File: config.mk
export PLATFORM = sky130hd
export DESIGN_NAME = hub75_scan_ctrl
export DESIGN_NICKNAME = d
export VERILOG_FILES = /design/src/rtl/hub75_scan_ctrl.sv
export SDC_FILE = /design/constraint.sdc
export NUM_CORES = 1
export LEC_CHECK = 0
export ABC_CLOCK_PERIOD_IN_PS = 3960
export CAP_MARGIN = 20
export CORE_ASPECT_RATIO = 1.1
export CORE_UTILIZATION = 50
export CTS_BUF_LIST = sky130_fd_sc_hd__clkbuf_8 sky130_fd_sc_hd__clkbuf_16
export DETAILED_ROUTE_END_ITERATION = 8
export HOLD_SLACK_MARGIN = 0.1
export PLACE_DENSITY = 0.73
export SLEW_MARGIN = 20
export SYNTH_ARGS = -nofsm -noshare
export SYNTH_HDL_FRONTEND = slang
export SYNTH_SLANG_ARGS = --single-unit
File: constraint.sdc
create_clock -name clk_in -period 3.96 [get_ports clk_in]
set_clock_uncertainty 0.15 [all_clocks]
set_input_delay 0.792 -clock clk_in [delete_from_list [all_inputs] [get_ports clk_in]]
set_output_delay 0.792 -clock clk_in [all_outputs]
set_load 0.02 [all_outputs]
File: src/rtl/hub75_scan_ctrl.sv
// -----------------------------------------------------------------------------
// hub75_scan_ctrl
// Single-clock scan sequencer for a HUB75 LED panel. For every row pair it
// reads each column from the frame buffer, shifts it out on a divided shift
// clock, blanks, latches, updates the row address and lights the row.
//
// Ports
//   clk_in       system clock, all logic on posedge
//   rst          synchronous active-high reset
//   enable       start / continue scanning (sampled in IDLE and at row end)
//   pix_req      frame-buffer read strobe (one cycle per column)
//   pix_col      column address of the read
//   pix_row      row address of the read
//   pix_rgb      {r1,g1,b1,r0,g0,b0}, valid exactly one cycle after pix_req
//   panel_clk    shift clock
//   panel_lat    latch strobe
//   panel_oe_n   output enable, active low
//   panel_addr   displayed row address
//   panel_rgb    shift data
//   frame_start  one-cycle pulse with the first read of each frame
//   busy         high whenever the sequencer is not idle
// -----------------------------------------------------------------------------
module hub75_scan_ctrl #(
  parameter int unsigned COLS         = 64,
  parameter int unsigned ROW_BITS     = 4,
  parameter int unsigned CLK_DIV      = 4,
  parameter int unsigned BLANK_CYCLES = 2,
  parameter int unsigned OE_CYCLES    = 256
) (
  input  logic                    clk_in,
  input  logic                    rst,
  input  logic                    enable,
  output logic                    pix_req,
  output logic [$clog2(COLS)-1:0] pix_col,
  output logic [ROW_BITS-1:0]     pix_row,
  input  logic [5:0]              pix_rgb,
  output logic                    panel_clk,
  output logic                    panel_lat,
  output logic                    panel_oe_n,
  output logic [ROW_BITS-1:0]     panel_addr,
  output logic [5:0]              panel_rgb,
  output logic                    frame_start,
  output logic                    busy
);

  localparam int unsigned COL_W   = $clog2(COLS);
  localparam int unsigned MAX_A   = (CLK_DIV > BLANK_CYCLES) ? CLK_DIV : BLANK_CYCLES;
  localparam int unsigned MAX_LEN = (MAX_A > OE_CYCLES) ? MAX_A : OE_CYCLES;
  localparam int unsigned CNT_NAT = $clog2(MAX_LEN + 1);
  localparam int unsigned CNT_W   = (CNT_NAT > 16) ? CNT_NAT : 16;

  localparam logic [COL_W-1:0] LAST_COL = COL_W'(COLS - 1);

  localparam logic [2:0] S_IDLE     = 3'd0;
  localparam logic [2:0] S_FETCH    = 3'd1;
  localparam logic [2:0] S_WAIT     = 3'd2;
  localparam logic [2:0] S_SHIFT_LO = 3'd3;
  localparam logic [2:0] S_SHIFT_HI = 3'd4;
  localparam logic [2:0] S_BLANK    = 3'd5;
  localparam logic [2:0] S_LATCH    = 3'd6;
  localparam logic [2:0] S_DISPLAY  = 3'd7;

  // Sequencer state
  logic [2:0]          r_state;
  logic [CNT_W-1:0]    r_cnt;
  logic [COL_W-1:0]    r_col;
  logic [ROW_BITS-1:0] r_row;

  // Output registers
  logic                r_pix_req;
  logic [COL_W-1:0]    r_pix_col;
  logic [ROW_BITS-1:0] r_pix_row;
  logic                r_panel_clk;
  logic                r_panel_lat;
  logic                r_panel_oe_n;
  logic [ROW_BITS-1:0] r_panel_addr;
  logic [5:0]          r_panel_rgb;
  logic                r_frame_start;
  logic                r_busy;

  // Next-state values
  logic [2:0]          w_state_nxt;
  logic [CNT_W-1:0]    w_cnt_nxt;
  logic [COL_W-1:0]    w_col_nxt;
  logic [ROW_BITS-1:0] w_row_nxt;
  logic                w_phase_done;
  logic                w_addr_load;

  // Phase counter reload value: counts down to zero in the last cycle of a state.
  function automatic logic [CNT_W-1:0] phase_len(input logic [2:0] st);
    case (st)
      S_SHIFT_LO, S_SHIFT_HI: phase_len = CNT_W'(CLK_DIV - 1);
      S_BLANK:                phase_len = CNT_W'(BLANK_CYCLES - 1);
      S_DISPLAY:              phase_len = CNT_W'(OE_CYCLES - 1);
      default:                phase_len = '0;
    endcase
  endfunction

  // Next-state logic
  always_comb begin
    w_state_nxt  = r_state;
    w_cnt_nxt    = r_cnt;
    w_col_nxt    = r_col;
    w_row_nxt    = r_row;
    w_phase_done = (r_cnt == '0);
    w_addr_load  = 1'b0;

    case (r_state)
      S_IDLE: begin
        if (enable) w_state_nxt = S_FETCH;
      end
      S_FETCH: begin
        w_state_nxt = S_WAIT;
      end
      S_WAIT: begin
        w_state_nxt = S_SHIFT_LO;
      end
      S_SHIFT_LO: begin
        if (w_phase_done) w_state_nxt = S_SHIFT_HI;
      end
      S_SHIFT_HI: begin
        if (w_phase_done) begin
          if (r_col == LAST_COL) begin
            w_col_nxt   = '0;
            w_state_nxt = S_BLANK;
          end else begin
            w_col_nxt   = r_col + COL_W'(1);
            w_state_nxt = S_FETCH;
          end
        end
      end
      S_BLANK: begin
        if (w_phase_done) w_state_nxt = S_LATCH;
      end
      S_LATCH: begin
        w_state_nxt = S_DISPLAY;
      end
      S_DISPLAY: begin
        if (w_phase_done) begin
          w_row_nxt   = r_row + ROW_BITS'(1);
          w_state_nxt = enable ? S_FETCH : S_IDLE;
        end
      end
      default: begin
        w_state_nxt = S_IDLE;
      end
    endcase

    // Reload on every state entry; otherwise count down and park at zero.
    if (w_state_nxt != r_state) begin
      w_cnt_nxt = phase_len(w_state_nxt);
    end else if (!w_phase_done) begin
      w_cnt_nxt = r_cnt - CNT_W'(1);
    end

    // Row address moves as the last BLANK cycle begins so it settles a full
    // cycle before the latch pulse while the panel is still dark.
    w_addr_load = (w_state_nxt == S_BLANK) && (w_cnt_nxt == '0);
  end

  // State and registered outputs, the latter decoded from the next state
  always_ff @(posedge clk_in) begin
    if (rst) begin
      r_state       <= S_IDLE;
      r_cnt         <= '0;
      r_col         <= '0;
      r_row         <= '0;
      r_pix_req     <= 1'b0;
      r_pix_col     <= '0;
      r_pix_row     <= '0;
      r_panel_clk   <= 1'b0;
      r_panel_lat   <= 1'b0;
      r_panel_oe_n  <= 1'b1;
      r_panel_addr  <= '0;
      r_panel_rgb   <= '0;
      r_frame_start <= 1'b0;
      r_busy        <= 1'b0;
    end else begin
      r_state <= w_state_nxt;
      r_cnt   <= w_cnt_nxt;
      r_col   <= w_col_nxt;
      r_row   <= w_row_nxt;

      r_pix_req     <= (w_state_nxt == S_FETCH);
      r_frame_start <= (w_state_nxt == S_FETCH) && (w_row_nxt == '0) && (w_col_nxt == '0);
      if (w_state_nxt == S_FETCH) begin
        r_pix_col <= w_col_nxt;
        r_pix_row <= w_row_nxt;
      end

      r_panel_clk  <= (w_state_nxt == S_SHIFT_HI);
      r_panel_lat  <= (w_state_nxt == S_LATCH);
      r_panel_oe_n <= (w_state_nxt != S_DISPLAY);
      r_busy       <= (w_state_nxt != S_IDLE);

      // Read data arrives during WAIT and is held through the shift pulse.
      if (r_state == S_WAIT) r_panel_rgb <= pix_rgb;

      if (w_addr_load) r_panel_addr <= w_row_nxt;
    end
  end

  assign pix_req     = r_pix_req;
  assign pix_col     = r_pix_col;
  assign pix_row     = r_pix_row;
  assign panel_clk   = r_panel_clk;
  assign panel_lat   = r_panel_lat;
  assign panel_oe_n  = r_panel_oe_n;
  assign panel_addr  = r_panel_addr;
  assign panel_rgb   = r_panel_rgb;
  assign frame_start = r_frame_start;
  assign busy        = r_busy;

endmodule

==> run metrics <==
largest net degree at the start of global routing 29; Detail Route Antenna Nets 0; syn_nets 360; Reg2Reg Depth 9; Initial Utilization 0.528; RSZ-0062 raised after global routing false; Post-CTS Resized 0; total core area 0.00547 mm2; Synth warnings 0; Max Cap Violations 0; Root Driver clkbuf_8; Top-Level Pins 35; Critical Path Start Type register; run status complete, no violations; Hold Path Class register to register; CTS tree built; Min Hold Slack 319 ps; DP HPWL 4280 um; Final Hold Fails 0; Syn Inst Count 348; clock sink count 55; Reg2Reg Setup Slack 420 ps; # DRC 0; final setup vio count 0; First-pass DRT Iterations 4; reg2reg start r_cnt[0]; Port Buffers 34; final net count 377; Worst Hold End panel_addr[3]; drt total wl 6010 um; Slew @ Worst Pin 803 ps; fraction of layout cells with a size suffix above 1 0.0792; die height 81.7 um; commonest non-fill, non-tap cells in the layout 61 x nor2_1, 55 x dfxtp_1, 34 x clkdlybuf4s50_1; first-pass GRT wire length 9880 um; setup TNS 0 ps; number of flops mapped to enable cells by yosys 0; Final Critical Period 3540 ps; Reg clk slew, reported paths 100 ps; Hold Buf Count CTS 0; die extent in x 74.4 um; average size of a mapped cell 8.29 um2; Hold Path Stages 2; Post-synth top flop dfxtp_1; async set-reset flop share out of synthesis 0; PD cells 806 mW/mm2; HP Start panel_addr[3]; Die ar. 0.00608 mm2; r2r endpoint frame_start; Lkg Pwr 1.21 nW; via count 2,515; commonest non-fill, non-tap cell in the layout nor2_1; RePlAce Congestion 0.876; f_max 283 MHz; WL/cell 13.6 um; routed vias/inst 5.70; cell row count 28; Ant. Diodes 0; Iter 0 DRT Violations 134; fin. max-slew vios 0; Crit. End Element register; critical path data required time 4030 ps; worst rel slew slack 0.462; H-tree Lvls 2; critical path fanouts, max 13; vias in the first global route 2,195; Synth cell types 59; total track usage 0.208; setup bufs post-CTS 0; Layout Area Growth over Synthesis 15.4%; Final Cycle Share 0.894; Overflow after GRT 0; Yosys reg bits 55; register area share after synthesis 0.382; Peak VDD IR 0.426 mV; CTS Buffer Depth 2; WP data arrival 3610 ps; initial antenna violation count 0; clock insertion delay at the later pin of the skew report 310 ps; synthesized area 0.00289 mm2; Worst Setup Path Type register to register; cts bufs inserted 5
-- final cells by class --
cell class              instances  area (um2)
clock buffers                   5        68.8
well taps                      75        93.8
fillers                       489        2130
inverters                       9        33.8
repair buffers                 36         355
flip-flops and latches         55        1100
clock inverters                 3        47.5
multi-input cells             258        1630
-- worst max-delay path, stage by stage, from the launching register on --
cell and delay, ps:
dfxtp_1 370, inv_1 70, ha_1 250, or3b_1 510, nor3_2 660, nand4_1 310, o31ai_1 310, o21ai_1 140
or4_1 490, nor4_2 200
-- logic make-up (layout without fill, tap and decap cells) --
family / Yosys count / count (layout) / synth area share
simple gates: 154 / 154 / 0.284
compound gates: 76 / 76 / 0.181
flops: 55 / 55 / 0.382
buf+inv: 35 / 53 / 0.0551
mux: 15 / 15 / 0.0525
xor+xnor: 10 / 10 / 0.0330
fa+ha+maj: 3 / 3 / 0.0130
-- synth_stat cells, drive strengths merged, types with 2 or more instances --
master / n / area, um2
nor3: 10 / 66.3
inv: 9 / 33.8
a31oi: 4 / 40.0
o21ai: 13 / 65.1
a211oi: 9 / 72.6
a21oi: 29 / 145
dfxtp: 55 / 1100
o211ai: 2 / 15.0
ha: 3 / 37.5
and3: 2 / 12.5
or4: 5 / 41.3
a311oi: 2 / 17.5
clkbuf: 18 / 67.6
or2: 4 / 25.0
nor3b: 2 / 15.0
o31ai: 3 / 22.5
xnor2: 6 / 60.1
nand2: 20 / 75.1
a21o: 2 / 15.0
nor2: 62 / 240
nor4: 8 / 86.3
mux2i: 14 / 140
nand4: 8 / 50.1
nor2b: 8 / 50.1
or3: 5 / 31.3
xor2: 4 / 35.0
nand2b: 3 / 18.8
nand3: 12 / 60.1
buf: 8 / 57.6
-- worst max-delay path by stage --
stage | slack [ps] | startpoint | endpoint
after floorplan | 750 | r_cnt[12] | frame_start
after CTS | 440 | r_cnt[0] | frame_start
final | 420 | r_cnt[0] | frame_start
after global routing | 180 | r_cnt[0] | frame_start
after global placement | 570 | r_cnt[6] | frame_start
after detailed placement | 490 | r_cnt[0] | frame_start
-- power breakdown --
group	internal, mW	switching, mW
Clock	0.192	0.190
Sequential	0.625	0.111
Combinational	0.588	0.978
Total	1.41	1.28
-- through the flow --
stage          area, um2  power (mW)  utilization  cells  worst slack [ps]
2_1_floorplan       2890        2.12            -    348               751
3_3_place_gp        3210        2.32        0.587    433               573
3_5_place_dp        3210        2.30        0.587    433               490
4_1_cts             3330        2.69        0.609    441               438
5_1_grt             3330        2.91        0.609    441               181
6_report            3330        2.68        0.609    441               421
-- registers in the layout, indices dropped and copies added (netlist names) --
name,count
r_state,3
r_col,6
pix_col,6
panel_clk,1
r_row,4
panel_rgb,6
pix_row,4
busy,1
panel_oe_n,1
r_cnt,16
panel_addr,4
pix_req,1
frame_start,1
panel_lat,1
-- per-layer routing --
| layer | part of all wire | track usage |
|---|---|---|
| met1 | 0.45 | 0.248 |
| met2 | 0.50 | 0.374 |
| met3 | 0.037 | 0.0393 |
| met4 | 0.0075 | 0.0604 |
| met5 | 0 | 0 |
Power figures use the tool's default switching activity.
